$ cat src/rtl/fifo_rd_stream_pkg.sv
// Shared types and defaults for the FIFO read-side stream adapter.
package fifo_rd_stream_pkg;

  typedef enum logic [1:0] {IDLE, RUN, DRAIN} rd_state_e;

  localparam int unsigned DATA_SIZE_DEF = 8;
  localparam int unsigned PKT_LEN_DEF   = 4;
  localparam int unsigned CNT_W_DEF     = 16;

  // Packet index needs at least one bit even when PKT_LEN is 1.
  function automatic int unsigned idx_width(int unsigned n);
    return (n > 1) ? $clog2(n) : 1;
  endfunction

endpackage

$ cat src/rtl/fifo_rd_stream_if.sv
// FIFO read port plus valid/ready output stream, seen from the consumer (master) side.
interface fifo_rd_stream_if #(
  parameter int unsigned DATA_SIZE = 8
);
  logic                 r_empty;
  logic [DATA_SIZE-1:0] r_data;
  logic                 r_inc;
  logic                 m_valid;
  logic                 m_ready;
  logic [DATA_SIZE-1:0] m_data;
  logic                 m_last;

  modport master (
    input  r_empty, r_data, m_ready,
    output r_inc, m_valid, m_data, m_last
  );

  modport slave (
    output r_empty, r_data, m_ready,
    input  r_inc, m_valid, m_data, m_last
  );
endinterface

$ cat src/rtl/fifo_rd_stream_skid.sv
// Two-entry output buffer: push into the tail, pop from the head, head always visible.
module fifo_rd_stream_skid #(
  parameter int unsigned Width = 9
) (
  input  logic             i_clk,
  input  logic             i_rst_n,
  input  logic             i_push,
  input  logic [Width-1:0] i_push_word,
  input  logic             i_pop,
  output logic [1:0]       o_cnt,
  output logic [1:0]       o_cnt_next,
  output logic [Width-1:0] o_head
);

  logic [1:0]       r_cnt;
  logic [Width-1:0] r_head;
  logic [Width-1:0] r_tail;
  logic [1:0]       w_cnt_next;

  assign w_cnt_next = r_cnt + {1'b0, i_push} - {1'b0, i_pop};

  always_ff @(posedge i_clk) begin
    if (!i_rst_n) begin
      r_cnt  <= 2'd0;
      r_head <= '0;
      r_tail <= '0;
    end else begin
      r_cnt <= w_cnt_next;
      unique case ({i_push, i_pop})
        2'b10: begin
          if (r_cnt == 2'd0) r_head <= i_push_word;
          else               r_tail <= i_push_word;
        end
        2'b01: r_head <= r_tail;
        2'b11: begin
          // With one entry the incoming word becomes the new head directly.
          if (r_cnt == 2'd1) begin
            r_head <= i_push_word;
          end else begin
            r_head <= r_tail;
            r_tail <= i_push_word;
          end
        end
        default: ;
      endcase
    end
  end

  assign o_cnt      = r_cnt;
  assign o_cnt_next = w_cnt_next;
  assign o_head     = r_head;

endmodule

$ cat src/rtl/fifo_rd_stream.sv
// Pops the dual-clock FIFO read port and presents words as a framed valid/ready stream.
module fifo_rd_stream
  import fifo_rd_stream_pkg::*;
#(
  parameter int unsigned DATA_SIZE = DATA_SIZE_DEF,
  parameter int unsigned PKT_LEN   = PKT_LEN_DEF,
  parameter int unsigned CNT_W     = CNT_W_DEF
) (
  input  logic                    r_clk,
  input  logic                    rrst_n,
  input  logic                    en,
  fifo_rd_stream_if.master        bus,
  output logic [CNT_W-1:0]        rd_count,
  output logic                    busy
);

  localparam int unsigned   IdxW    = idx_width(PKT_LEN);
  localparam logic [IdxW-1:0] LastIdx = IdxW'(PKT_LEN - 1);

  rd_state_e        r_state;
  logic [IdxW-1:0]  r_pkt_idx;
  logic [CNT_W-1:0] r_rd_count;

  logic             w_pop;
  logic             w_fire;
  logic             w_last_tag;
  logic [1:0]       w_cnt;
  logic [1:0]       w_cnt_next;
  logic [DATA_SIZE:0] w_head;

  // Pop depends only on registered buffer state, never on m_ready.
  assign w_pop      = rrst_n & en & ~bus.r_empty & (w_cnt < 2'd2) & (r_state != DRAIN);
  assign w_fire     = bus.m_valid & bus.m_ready;
  assign w_last_tag = (r_pkt_idx == LastIdx);

  fifo_rd_stream_skid #(
    .Width(DATA_SIZE + 1)
  ) u_skid (
    .i_clk      (r_clk),
    .i_rst_n    (rrst_n),
    .i_push     (w_pop),
    .i_push_word({w_last_tag, bus.r_data}),
    .i_pop      (w_fire),
    .o_cnt      (w_cnt),
    .o_cnt_next (w_cnt_next),
    .o_head     (w_head)
  );

  always_ff @(posedge r_clk) begin
    if (!rrst_n) begin
      r_state    <= IDLE;
      r_pkt_idx  <= '0;
      r_rd_count <= '0;
    end else begin
      if (w_pop) begin
        r_pkt_idx <= w_last_tag ? '0 : r_pkt_idx + IdxW'(1);
      end
      if (w_fire) begin
        r_rd_count <= r_rd_count + CNT_W'(1);
      end
      unique case (r_state)
        IDLE: if (en) r_state <= RUN;
        RUN: begin
          if (!en) r_state <= (w_cnt_next != 2'd0) ? DRAIN : IDLE;
        end
        DRAIN: if (w_cnt_next == 2'd0) r_state <= IDLE;
        default: r_state <= IDLE;
      endcase
    end
  end

  assign bus.r_inc   = w_pop;
  assign bus.m_valid = (w_cnt != 2'd0);
  assign bus.m_data  = w_head[DATA_SIZE-1:0];
  assign bus.m_last  = w_head[DATA_SIZE];
  assign rd_count    = r_rd_count;
  assign busy        = (r_state != IDLE);

endmodule

$ cat src/flat_wrapper.sv
// flat-port wrapper written by rule: the top's interface ports become plain ports
module fifo_rd_stream_flat import fifo_rd_stream_pkg::*;
#(
  parameter int unsigned DATA_SIZE = DATA_SIZE_DEF,
  parameter int unsigned PKT_LEN   = PKT_LEN_DEF,
  parameter int unsigned CNT_W     = CNT_W_DEF
)
  (r_clk, rrst_n, en, rd_count, busy, bus_r_empty, bus_r_data, bus_m_ready, bus_r_inc, bus_m_valid, bus_m_data, bus_m_last);
  fifo_rd_stream_if #(.DATA_SIZE(DATA_SIZE)) bus_i ();
  input  logic r_clk;
  input  logic rrst_n;
  input  logic en;
  output logic [CNT_W-1:0] rd_count;
  output logic busy;
  input wire logic [$bits(bus_i.r_empty)-1:0] bus_r_empty;
  input wire logic [$bits(bus_i.r_data)-1:0] bus_r_data;
  input wire logic [$bits(bus_i.m_ready)-1:0] bus_m_ready;
  output wire logic [$bits(bus_i.r_inc)-1:0] bus_r_inc;
  output wire logic [$bits(bus_i.m_valid)-1:0] bus_m_valid;
  output wire logic [$bits(bus_i.m_data)-1:0] bus_m_data;
  output wire logic [$bits(bus_i.m_last)-1:0] bus_m_last;
  assign bus_i.r_empty = bus_r_empty;
  assign bus_i.r_data = bus_r_data;
  assign bus_i.m_ready = bus_m_ready;
  assign bus_r_inc = bus_i.r_inc;
  assign bus_m_valid = bus_i.m_valid;
  assign bus_m_data = bus_i.m_data;
  assign bus_m_last = bus_i.m_last;
  fifo_rd_stream #(.DATA_SIZE(DATA_SIZE), .PKT_LEN(PKT_LEN), .CNT_W(CNT_W)) u_core (.r_clk(r_clk), .rrst_n(rrst_n), .en(en), .bus(bus_i), .rd_count(rd_count), .busy(busy));
endmodule
$ cat config.mk
export PLATFORM = sky130hd
export DESIGN_NAME = fifo_rd_stream_flat
export DESIGN_NICKNAME = d
export VERILOG_FILES = /design/src/rtl/fifo_rd_stream_pkg.sv /design/src/rtl/fifo_rd_stream_if.sv /design/src/rtl/fifo_rd_stream_skid.sv /design/src/rtl/fifo_rd_stream.sv /design/src/flat_wrapper.sv
export SDC_FILE = /design/constraint.sdc
export NUM_CORES = 1
export LEC_CHECK = 0
export BUFFER_PORTS_ARGS = -buffer_cell sky130_fd_sc_hd__buf_2
export CORE_MARGIN = 2
export CORE_UTILIZATION = 45
export CTS_CLUSTER_SIZE = 40
export DETAILED_ROUTE_END_ITERATION = 8
export GPL_TIMING_DRIVEN = 0
export PLACE_DENSITY = 0.64
export SLEW_MARGIN = 20
export SYNTH_ARGS = -nofsm -noshare
export SYNTH_HDL_FRONTEND = slang
export SYNTH_SLANG_ARGS = --single-unit
$ cat constraint.sdc
create_clock -name r_clk -period 2.7 [get_ports r_clk]
set_input_delay 0.405 -clock r_clk [delete_from_list [all_inputs] [get_ports r_clk]]
set_output_delay 0.405 -clock r_clk [all_outputs]
set_load 0.02 [all_outputs]
* Word-level counts from Yosys, hierarchy flattened
Index checks and enable logic that the tools add are counted.
** Word-level totals
- Flip-flop bits (word level) :: 40
- Logic and storage cells :: 54
- Output and inout port bits :: 28
- Bits of input ports :: 13
** Cells by class
- Muxes and demuxes :: 12
- Eq/ne operators :: 14
- Reductions and logical operators :: 11
- Order comparisons :: 1
- Bitwise logic cells :: 6
- Add/subtract/negate cells :: 4
** Operator list (number)
- 9-bit two-way mux :: 4
- 9-bit one-hot mux with 3 select lines :: 1
- 9-bit one-hot mux with 2 select lines :: 1
- 16-bit by 1-bit adder with 16-bit output (second input constant) :: 1
- 2-bit != test (second input constant) :: 6
- 2-bit two-way mux :: 5
- 2-bit == test (second input constant) :: 4
- 2-bit nonzero test :: 4
- 2-bit by 1-bit == test with 1-bit output (second input constant) :: 3
- 2-bit logical NOT :: 3
- 2-bit one-hot mux with 3 select lines :: 1
- 3-bit AND reduction :: 2
- 1-bit bitwise AND :: 5
- 3-bit nonzero test :: 1
- 2-bit by 1-bit adder with 2-bit output :: 1
- 2-bit by 1-bit adder with 2-bit output (second input constant) :: 1
- 2-bit less-than comparator (second input constant) :: 1
- 2-bit by 1-bit != test with 1-bit output (second input constant) :: 1
- 2-bit AND reduction :: 1
- 2-bit by 1-bit subtractor with 2-bit output :: 1
- 1-bit inverter :: 1

* Logic depth before layout (Yosys ltp)
Gate-level depths: netlist of the first run.
- Depth in word-level cells :: 10
- Gate-level depth with buffers :: 10
- Mapped depth without buffers :: 8

* Hierarchy
A second synthesis of the first run with hierarchy kept.
** Second synthesis, totals
- Cell total of the unflattened synthesis :: 209
- Area total of the unflattened synthesis :: 1968.1 um^2
** Modules (own cells, without submodules)
- fifo_rd_stream_skid :: seq. area each 400.4 um^2, cells each 107, area an instance 1023.5 um^2, times used 1
- fifo_rd_stream :: seq. area each 400.4 um^2, cells each 102, area an instance 944.7 um^2, times used 1

* Least setup slack after synthesis of the first run
OpenSTA, ideal clock, no wires.
- Path kind :: reg2reg
- Start :: register u_core.u_skid.r_cnt[1], in the netlist u_core.u_skid.o_cnt[1]
- End :: register u_core.u_skid.r_tail[0]
- Required time :: 2.572 ns
- Stages on the path, launching flop included :: 11
- Data arrival time :: 2.109 ns
- Setup slack :: 0.464 ns
- Cell sequence :: dfxtp_1 -> buf_6 -> and4bb_4 -> nand2_1 -> inv_1 -> ha_1 -> mux2i_1 -> o211ai_1 -> buf_2 -> mux2i_1 -> nor2_1
** Between the ends
- Word-level cells in the longest chain between the ends :: 6
- Elaborated cells on any way between the ends :: 14
** RTL lines
- from (decl) :: RTL line fifo_rd_stream_skid.sv:15 : logic [1:0] r_cnt;
- from (signal assigned) :: RTL line fifo_rd_stream_skid.sv:28 : r_cnt <= w_cnt_next;
- 2-bit less-than comparator * :: RTL line fifo_rd_stream.sv:32 : assign w_pop = rrst_n & en & ~bus.r_empty & (w_cnt < 2'd2) & (r_state != DRAIN);
- 1-bit bitwise AND * (2 in series) :: RTL line fifo_rd_stream.sv:32
- via bus_r_inc :: RTL line flat_wrapper.sv:18 : output wire logic [$bits(bus_i.r_inc)-1:0] bus_r_inc;
- 2-bit == test :: RTL line fifo_rd_stream_skid.sv:29 : unique case ({i_push, i_pop})
- 2-bit != test (no line) or 2-bit nonzero test (tied branches)
- 3-bit AND reduction (no line)
- to (signal assigned) :: RTL line fifo_rd_stream_skid.sv:32 : else r_tail <= i_push_word;
- to (signal assigned) :: RTL line fifo_rd_stream_skid.sv:41 : r_tail <= i_push_word;
- to (decl) :: RTL line fifo_rd_stream_skid.sv:17 : logic [Width-1:0] r_tail;
The timed path passes the listed nets; every way through them passes the cells marked *.
A chain may end at the register's enable or synchronous reset.

* Final worst setup path of the first run
- Start :: register u_core.u_skid.r_cnt[1], in the netlist u_core.u_skid.o_cnt[1]
- End :: register u_core.u_skid.r_tail[2]
** Between the ends
- Word-level cells in the longest chain between the ends :: 6
- Elaborated cells on any way between the ends :: 14
** RTL lines (RTL line)
- 2-bit less-than comparator :: fifo_rd_stream.sv:32
- 1-bit bitwise AND (2 in series) :: fifo_rd_stream.sv:32
- 2-bit == test :: fifo_rd_stream_skid.sv:29
- 2-bit != test (no line) or 2-bit nonzero test (tied branches)
- 3-bit AND reduction (no line)
Parallel ways exist; a longest one is shown, timed or not.

==> flow_summary.json, run 1 <==
{
  "clk_pin_slew_ns": 0.07,
  "rows": 23,
  "drive_gt1_share_pct": 25.8,
  "final_hold_viol_count": 0,
  "leakagePower_nw": 0.980,
  "post-cts-setup-buffer-count": 0,
  "synthMuxAreaShare_pct": 7.74,
  "fin_nets": 259,
  "p_per_area_nw_per_um2": 875,
  "dp_hpwl_um": 2610,
  "drt_iter0_markers": 56,
  "async_flop_share_pct": 0,
  "io_buffers": 40,
  "fp.dieH_um": 68.0,
  "core-area_um2": 3970,
  "tns_ns": 0,
  "ys_ff_latch": 40,
  "cts-buffers-inserted": 5,
  "boundaryPins": 41,
  "pre_cts_ws_ns": 0.279,
  "grtUsageTotal_pct": 18.3,
  "fin_crit_ns": 2.36,
  "overflow": 0,
  "syn-num-nets": 212,
  "min_period_over_period_pct": 87.3,
  "cts_max_path_buffers": 2,
  "p_comb_share_pct": 34.9,
  "start_kind": "flip-flop",
  "num-fill-cells": 378,
  "yosys.area_share.adder_pct": 4.75,
  "total_power_mw": 1.95,
  "hp-class": "input port to flip-flop",
  "routed-via-count": 1511,
  "p_int_mw": 1.29,
  "synth_commonest_cells": "40 x dfxtp_1, 22 x nor2_1, 16 x inv_1",
  "syn_area_per_cell_um2": 9.60,
  "cap_violations": 0,
  "cts_tree": "built",
  "switching_share_pct": 34.1,
  "area_delta_synth_final_pct": 21.1,
  "criticalPathCategory": "flip-flop to flip-flop",
  "cpPeakStageDelay_ns": 0.37,
  "vdd_drop_max_mv": 0.527,
  "syn_inst": 192,
  "max_freq_mhz": 424,
  "critPathArrivalTime_ns": 2.53,
  "wl_per_cell_um": 13.0,
  "fin_ws_ns": 0.342,
  "yosysWarnings": 0,
  "initial_core_util_pct": 46.4,
  "synth_xor_area_share_pct": 6.18,
  "synth_top_area_share_pct": 43.4,
  "ys_seq_area_share_pct": 43.4,
  "finClkSkew_ns": 0.00434,
  "grt_max_degree": 13,
  "clkLatencyLatePin_ns": 0.30,
  "end_kind": "flip-flop",
  "slew_headroom_pct": 61.0,
  "synth-simple-area-share_pct": 17.2,
  "routed_wl_um": 3780,
  "sequentialPowerShare_pct": 37.9,
  "post-route-drc-count": 0,
  "grt_pass1_wl_um": 6180,
  "synth-compound-area-share_pct": 14.2,
  "holdBufCountCts": 0,
  "grt_setup_unrepaired": "false",
  "cts_sinks": 40,
  "grt_antenna_before_repair": 0,
  "critPathTopFamily": "buffers and inverters",
  "cts_root_buf": "clkbuf_8",
  "yosysMostFrequentCell": "dfxtp_1",
  "synth_top_area_cell": "dfxtp_1",
  "synth_area_um2": 1840,
  "crit_top_cell": "mux2i_1",
  "ys_top_cells_by_area": "dfxtp_1 43%, mux2i_1 6.5%, ha_1 4.8%",
  "required_ns": 2.87,
  "cp.buffers_inverters": 3,
  "worstPathCellList": "buf_6 > and4bb_4 > nand2_1 > inv_1 > ha_1 > mux2i_1 > o211ai_1 > buf_2 > mux2i_1 > nor2_1",
  "drt-pass1-iter-count": 4,
  "place_congestion": 0.672,
  "grt_pass1_vias": 1382,
  "worstMarginPinSlew_ns": 0.582,
  "die_x_um": 68.0,
  "status": "completed",
  "dieArea_um2": 4620,
  "slowest_stage": "and4bb_4",
  "slew_violations": 0,
  "cts_max_level": 2,
  "cts_resized": 0,
  "ant_nets": 0,
  "synth_top_family_by_area": "simple AND/OR/NAND/NOR gates",
  "ys_types": 37,
  "vias_per_cell": 5.21,
  "setup_viol": 0,
  "synth_edf_count": 0,
  "synth_ff_type": "dfxtp_1",
  "cp_max_fo": 9,
  "p_sw_mw": 0.666,
  "p_clk_share_pct": 27.3,
  "diodes": 0
}
[layout make-up]
cell class              instances  area (um^2)  share of cell area, %
repair buffers                 40          200                   8.97
inverters                      17         63.8                   2.86
clock inverters                 1         30.0                   1.35
clock buffers                   7         96.3                   4.32
well taps                      50         62.6                   2.80
flip-flops and latches         40          801                   35.9
plain buffers                   8         55.1                   2.47
multi-input cells             127          923                   41.4
[metrics by stage]
step           std cells  hold WS [ns]  utilization [%]  instance area (um^2)
2_1_floorplan        192         0.417                -                  1840
3_3_place_gp         282         0.434             53.0                  2110
3_5_place_dp         282         0.442             53.0                  2110
4_1_cts              290         0.344             56.2                  2230
5_1_grt              290         0.360             56.2                  2230
6_report             290         0.354             56.2                  2230
[cell usage in the layout, fill, tap and decap left out, types with 5 or more instances in the layout]
cell	n
nor2_1	22
nor4_1	5
nand2_1	10
dfxtp_1	40
a21oi_1	5
a211oi_1	8
inv_1	16
a221oi_1	8
xnor2_1	9
mux2i_1	12
buf_2	42
ha_1	7
clkbuf_8	7
[power by group through the flow]
| stage | logic (mW) | clock network [mW] | registers, mW |
|---|---|---|---|
| final | 0.681 | 0.532 | 0.740 |
| after global routing | 0.747 | 0.569 | 0.753 |
| after CTS | 0.688 | 0.547 | 0.739 |
| after detailed placement | 0.678 | 0 | 0.752 |
| after global placement | 0.673 | 0 | 0.752 |
| after floorplan | 0.440 | 0 | 0.814 |
[logic make-up after synthesis]
kind of cell               after synthesis
and+or+nand+nor                         62
DFF                                     40
AOI/OAI and AO/OA                       32
buffers and inverters                   25
xor gates and xnor gates                13
muxes                                   13
adders and majority gates                7
[metal layers]
metal  vias to the layer above  GRT usage (%)  part of all wire (%)
met1                       704           21.7                    48
met4                         0           6.75                   1.6
met2                        35           30.2                    45
met5                         -              0                     0
met3                         5           6.58                   5.2
li1                        767              -                     -
[worst min-delay path, delay by kind of cell]
kind	cells	cell delay [ns]
and+or+nand+nor	2	0.10
buffers and inverters	1	0.11
[final timing paths]
kind	from	endpoint	slack, ns	cells after the start
max	u_core.u_skid.o_cnt[1]$_SDFF_PN0_	u_core.u_skid.r_tail[2]$_SDFFE_PN0P_	0.34	10
min	en	u_core.r_state[0]$_SDFFE_PN0P_	0.35	3
max reg2reg	u_core.u_skid.o_cnt[1]$_SDFF_PN0_	u_core.u_skid.r_tail[2]$_SDFFE_PN0P_	0.34	10
min reg2reg	u_core.u_skid.o_head[6]$_SDFFE_PN0P_	u_core.u_skid.o_head[6]$_SDFFE_PN0P_	0.46	2
[state kept, by name, indices dropped and copies added (netlist names)]
name                  count
u_core.u_skid.o_head      9
u_core.u_skid.o_cnt       2
u_core.r_pkt_idx          2
u_core.rd_count          16
u_core.r_state            2
u_core.u_skid.r_tail      9
Power figures use the tool's default switching activity.
==> inputs of run 2 (changes only) <==
--- a/config.mk
+++ b/config.mk
@@ -10,9 +10,9 @@
 export CORE_UTILIZATION = 45
 export CTS_CLUSTER_SIZE = 40
 export DETAILED_ROUTE_END_ITERATION = 8
-export GPL_TIMING_DRIVEN = 0
-export PLACE_DENSITY = 0.64
+export PLACE_DENSITY = 0.79
 export SLEW_MARGIN = 20
 export SYNTH_ARGS = -nofsm -noshare
 export SYNTH_HDL_FRONTEND = slang
 export SYNTH_SLANG_ARGS = --single-unit
+export TNS_END_PERCENT = 10
==> run 2 against run 1 <==
Cell count decreased by 1.7%. Clock skew increased by 0.0024 ns. Via count decreased by 2.4%. Setup slack improved by 0.10 ns. Global-route usage decreased by 1.4 points. Non-clock buffer count decreased by 5. Count of clock-buffer cells in the layout decreased by 1. Sequential power increased by 2%. Maximum frequency increased by 4.5%. Wire length decreased by 5.5%. Core utilization decreased by 1.7 points. Clock power decreased by 24%. Highest routed layer unchanged.
==> flow_summary.json, run 2 (synthesis results as in run 1) <==
{
  "status": "completed",
  "drt_iter0_markers": 49,
  "drive_gt1_share_pct": 25.5,
  "cp_max_fo": 9,
  "setup_viol": 0,
  "post-cts-setup-buffer-count": 0,
  "cts_tree": "built",
  "vdd_drop_max_mv": 0.503,
  "worstPathCellList": "and4bb_4 > nand2_1 > inv_1 > ha_1 > mux2i_1 > o211ai_1 > buf_4 > mux2i_1 > nor2_1",
  "fin_crit_ns": 2.26,
  "tns_ns": 0,
  "hp-class": "input port to flip-flop",
  "grt_antenna_before_repair": 0,
  "diodes": 0,
  "num-fill-cells": 374,
  "grt_max_degree": 21,
  "drt-pass1-iter-count": 4,
  "area_delta_synth_final_pct": 17.5,
  "start_kind": "flip-flop",
  "overflow": 0,
  "slew_violations": 0,
  "routed-via-count": 1474,
  "max_freq_mhz": 443,
  "vias_per_cell": 5.17,
  "finClkSkew_ns": 0.00678,
  "whs_path_depth": 3,
  "total_power_mw": 1.76,
  "end_kind": "flip-flop",
  "fin_nets": 254,
  "final_hold_viol_count": 0,
  "cts-buffers-inserted": 5,
  "die_x_um": 68.0,
  "slowest_stage": "and4bb_4",
  "boundaryPins": 41,
  "p_per_area_nw_per_um2": 814,
  "r2r-start": "u_core.u_skid.o_cnt[1]$_SDFF_PN0_",
  "cts_max_path_buffers": 2,
  "cap_violations": 0,
  "post-route-drc-count": 0,
  "final_cell_mix": "40 x buf_2, 40 x dfxtp_1, 22 x nor2_1",
  "worstMarginPinSlew_ns": 0.537,
  "reg2reg_depth": 9,
  "cp-startpoint": "u_core.u_skid.o_cnt[1]$_SDFF_PN0_",
  "grt_pass1_wl_um": 5850,
  "place_congestion": 0.769,
  "cts_max_level": 2,
  "cpPeakStageDelay_ns": 0.41,
  "r2r-end": "u_core.u_skid.r_tail[8]$_SDFFE_PN0P_",
  "required_ns": 2.87,
  "rows": 23,
  "cts_root_buf": "clkbuf_8",
  "reg2reg_slack_ns": 0.44,
  "initial_core_util_pct": 46.4,
  "holdBufCountCts": 0,
  "grt_pass1_vias": 1348,
  "slew_headroom_pct": 64.2,
  "grt_setup_unrepaired": "false",
  "clk_pin_slew_ns": 0.07,
  "criticalPathCategory": "flip-flop to flip-flop",
  "dp_hpwl_um": 2500,
  "min_period_over_period_pct": 83.6,
  "leakagePower_nw": 0.951,
  "cp-endpoint": "u_core.u_skid.r_tail[8]$_SDFFE_PN0P_",
  "wl_per_cell_um": 12.5,
  "clkLatencyLatePin_ns": 0.29,
  "core-area_um2": 3970,
  "critPathArrivalTime_ns": 2.43,
  "ant_nets": 0,
  "cts_sinks": 40,
  "fp.dieH_um": 68.0,
  "dieArea_um2": 4620,
  "io_buffers": 40,
  "routed_wl_um": 3580,
  "crit_top_cell": "mux2i_1",
  "grtUsageTotal_pct": 16.8,
  "cts_resized": 0,
  "largest_reg_flops": 16
}
==> run 2: worst max-delay path: cells and delay by family, from the launching register on <==
family / cells / cell delay, ns
AO/OA/AOI/OAI: 1 / 0.18
adder cells (fa/ha/maj): 1 / 0.26
buffers and inverters: 2 / 0.38
flip-flops: 1 / 0.39
multiplexers: 2 / 0.33
AND/OR/NAND/NOR: 3 / 0.61
==> run 2: layer usage <==
layer | share of wire [%] | track usage [%] | up-vias | wire (um)
met1 | 47 | 20.2 | 666 | 1690
met2 | 46 | 27.9 | 45 | 1630
met5 | 0 | 0 | - | 0
li1 | - | - | 756 | -
met4 | 1.8 | 8.25 | 0 | 65
met3 | 5.3 | 4.28 | 7 | 191
==> run 2: power breakdown <==
| group | internal [mW] | switching, mW |
|---|---|---|
| Combinational | 0.240 | 0.362 |
| Sequential | 0.677 | 0.0774 |
| Clock | 0.204 | 0.201 |
==> run 2: worst min-delay path by stage <==
stage / from / to / slack, ns
2_1_floorplan: u_core.r_state[1]$_SDFFE_PN0P_ / u_core.r_state[0]$_SDFFE_PN0P_ / 0.42
3_3_place_gp: u_core.r_state[1]$_SDFFE_PN0P_ / u_core.r_state[0]$_SDFFE_PN0P_ / 0.44
3_5_place_dp: u_core.u_skid.o_head[2]$_SDFFE_PN0P_ / u_core.u_skid.o_head[2]$_SDFFE_PN0P_ / 0.44
4_1_cts: bus_r_data[4] / u_core.u_skid.r_tail[4]$_SDFFE_PN0P_ / 0.35
5_1_grt: bus_r_data[7] / u_core.u_skid.r_tail[7]$_SDFFE_PN0P_ / 0.36
6_report: en / u_core.r_state[0]$_SDFFE_PN0P_ / 0.36
==> run 2: per-stage QoR <==
step / setup slack (ns) / hold slack [ns] / cell area [um^2] / std cells / utilization, %
global route: 0.250 / 0.358 / 2170 / 285 / 54.5
global placement: 0.460 / 0.438 / 2070 / 277 / 52.2
detailed placement: 0.374 / 0.444 / 2070 / 277 / 52.2
CTS: 0.426 / 0.353 / 2170 / 285 / 54.5
finish: 0.443 / 0.362 / 2170 / 285 / 54.5
floorplan: 0.464 / 0.417 / 1840 / 192 / -
==> run 2: cell type report <==
class / instances / area [um^2] / share of cell area (%)
Inverter: 17 / 63.8 / 2.95
Tap cell: 50 / 62.6 / 2.89
Timing Repair Buffer: 43 / 223 / 10.3
Multi-Input combinational cell: 127 / 923 / 42.6
Sequential cell: 40 / 801 / 37.0
Clock buffer: 6 / 82.6 / 3.81
Clock inverter: 2 / 10.0 / 0.462
==> inputs of run 3 (changes only) <==
--- a/config.mk
+++ b/config.mk
@@ -5,6 +5,7 @@
 export SDC_FILE = /design/constraint.sdc
 export NUM_CORES = 1
 export LEC_CHECK = 0
+export ABC_AREA = 1
 export BUFFER_PORTS_ARGS = -buffer_cell sky130_fd_sc_hd__buf_2
 export CORE_MARGIN = 2
 export CORE_UTILIZATION = 45
==> constraint.sdc (replaced) <==
create_clock -name r_clk -period 2.3 [get_ports r_clk]
set_input_delay 0.345 -clock r_clk [delete_from_list [all_inputs] [get_ports r_clk]]
set_output_delay 0.345 -clock r_clk [all_outputs]
set_load 0.02 [all_outputs]
==> run 3 against run 2 <==
Sequential share of layout area decreased by 2.5 points. Cell area is 7.2% higher. First-iteration DRC count grew 92%. Cell count increased by 36%. Clock skew rose by 0.00081 ns. Critical path depth down 1. Non-clock buffer count is 1 higher. Area after synthesis up 6.3%. Clock power is 18% higher. Count of clock-buffer cells in the layout unchanged. Largest cell class unchanged. Combinational power grew 8.1%.
==> flow_summary.json, run 3 <==
{
  "grt_pass1_vias": 1634,
  "wl_per_cell_um": 10.6,
  "reg2reg_slack_ns": 0.33,
  "final_hold_viol_count": 0,
  "post-cts-setup-buffer-count": 0,
  "drive_gt1_share_pct": 18.6,
  "drt_iter0_markers": 94,
  "cts_max_level": 2,
  "io_buffers": 40,
  "min_period_over_period_pct": 85.6,
  "grtUsageMet1_pct": 21.6,
  "routed_wl_um": 4140,
  "syn_area_per_cell_um2": 6.71,
  "finClkSkew_ns": 0.00759,
  "cts_root_buf": "clkbuf_8",
  "ys_seq_area_share_pct": 40.9,
  "grt_pass1_wl_um": 6880,
  "cts_sinks": 40,
  "boundaryPins": 41,
  "largest_reg_flops": 16,
  "cts_max_path_buffers": 2,
  "holdWs_ns": 0.293,
  "leakagePower_nw": 1.15,
  "tns_ns": 0,
  "syn_inst": 292,
  "place_congestion": 0.852,
  "whs_endpoint": "u_core.u_skid.r_tail[6]$_SDFFE_PN0P_",
  "synth_edf_count": 0,
  "status": "completed",
  "dieArea_um2": 4900,
  "vias_per_cell": 4.72,
  "r2r-end": "u_core.u_skid.o_head[3]$_SDFFE_PN0P_",
  "area_delta_synth_final_pct": 18.5,
  "min_from": "bus_r_data[6]",
  "required_ns": 2.49,
  "rows": 23,
  "synth_commonest_cells": "68 x nor2_1, 54 x nand2_1, 41 x inv_1",
  "slew_violations": 0,
  "criticalPathCategory": "flip-flop to flip-flop",
  "clkLatencyLatePin_ns": 0.29,
  "clk_pin_slew_ns": 0.07,
  "fin_nets": 358,
  "start_kind": "flip-flop",
  "grtUsageTotal_pct": 17.2,
  "vdd_drop_max_mv": 0.409,
  "yosysWarnings": 0,
  "ys_types": 24,
  "ys_top_cells_by_area": "dfxtp_1 41%, nor2_1 13%, nand2_1 10%",
  "grt_setup_unrepaired": "false",
  "overflow": 0,
  "reg2reg_depth": 8,
  "p_per_area_nw_per_um2": 852,
  "use_met2_pct": 28.4,
  "synth_ff_type": "dfxtp_1",
  "cap_violations": 0,
  "critPathArrivalTime_ns": 2.16,
  "synth_top_area_cell": "dfxtp_1",
  "final_cell_mix": "68 x nor2_1, 54 x nand2_1, 41 x inv_1",
  "r2r-start": "u_core.u_skid.o_cnt[1]$_SDFF_PN0_",
  "cts_resized": 0,
  "cp_max_fo": 9,
  "post-route-drc-count": 0,
  "cts-buffers-inserted": 5,
  "holdBufCountCts": 0,
  "worstMarginPinSlew_ns": 0.459,
  "fp.dieH_um": 70.0,
  "cts_tree": "built",
  "drt-pass1-iter-count": 4,
  "async_flop_share_pct": 0,
  "diodes": 0,
  "use_met3_pct": 3.03,
  "ys_ff_latch": 40,
  "top_usage_layer": "met2",
  "hp-class": "input port to flip-flop",
  "synth_top_area_share_pct": 40.9,
  "die_x_um": 70.0,
  "max_freq_mhz": 508,
  "slew_headroom_pct": 69.2,
  "whs_path_depth": 3,
  "grt_max_degree": 37,
  "grt_antenna_before_repair": 0,
  "routed-via-count": 1835,
  "synth_area_um2": 1960,
  "ant_nets": 0,
  "yosysMostFrequentCell": "nor2_1",
  "setup_viol": 0,
  "core-area_um2": 4090,
  "end_kind": "flip-flop",
  "initial_core_util_pct": 47.9,
  "final_common_cell": "nor2_1",
  "fin_crit_ns": 1.97,
  "syn-num-nets": 312,
  "dp_hpwl_um": 3020
}
==> run 3: power breakdown <==
group          switching [mW]  leakage, nW  total, mW  internal, mW
registers              0.0653        0.326      0.849         0.783
clock network           0.238       0.0510      0.478         0.239
logic                   0.423        0.775      0.651         0.228
==> run 3: worst max path at each step <==
stage / from / to / slack (ns) / cells after the start
6_report: u_core.u_skid.o_cnt[1]$_SDFF_PN0_ / u_core.u_skid.o_head[3]$_SDFFE_PN0P_ / 0.33 / 8
5_1_grt: u_core.u_skid.o_cnt[1]$_SDFF_PN0_ / u_core.u_skid.o_head[2]$_SDFFE_PN0P_ / 0.15 / 8
4_1_cts: u_core.u_skid.o_cnt[1]$_SDFF_PN0_ / u_core.u_skid.o_head[3]$_SDFFE_PN0P_ / 0.33 / 8
3_5_place_dp: u_core.u_skid.o_cnt[1]$_SDFF_PN0_ / u_core.u_skid.o_head[3]$_SDFFE_PN0P_ / 0.33 / 8
3_3_place_gp: u_core.u_skid.o_cnt[1]$_SDFF_PN0_ / u_core.u_skid.o_head[3]$_SDFFE_PN0P_ / 0.39 / 8
2_1_floorplan: rrst_n / u_core.u_skid.o_head[0]$_SDFFE_PN0P_ / 0.44 / 10
==> run 3: metrics by stage <==
step                      area, um^2  std cells  setup WS, ns  power [mW]  util (%)
final                           2320        389         0.331        1.98      56.8
after global routing            2320        389         0.147        2.13      56.8
after CTS                       2320        389         0.329        2.00      56.8
after detailed placement        2230        381         0.333        1.51      54.5
after global placement          2230        381         0.388        1.50      54.5
after floorplan                 1960        292         0.436        1.33         -
==> run 3: cell families after synthesis <==
logic type,share of synthesized area (%)
adder cells (fa/ha/maj),4.47
buffers and inverters,9.26
AO/OA/AOI/OAI,11.0
AND/OR/NAND/NOR,33.0
XOR/XNOR,1.34
flip-flops,40.9
==> run 3: layer usage <==
layer / part of all wire, % / wire (um)
met1: 50 / 2070
met3: 3.2 / 133
met2: 45 / 1870
met5: 0 / 0
met4: 1.7 / 70
==> run 3: final cells by class <==
type	instances	area, um^2
clock buffer	6	82.6
clock inverter	2	10.0
fill	403	1770
inverter	42	158
multi-input combinational	205	977
sequential	40	801
tap	50	62.6
timing repair buffer	44	230
==> run 3: worst max-delay path, cell delays in order (launching register included) <==
cell     delay (ns)
dfxtp_1        0.36
nor2_1         0.29
nor2_4         0.12
ha_1           0.21
or2_2          0.30
o21ai_1        0.26
o21ai_0        0.14
nor2_1         0.13
nor2_1         0.05
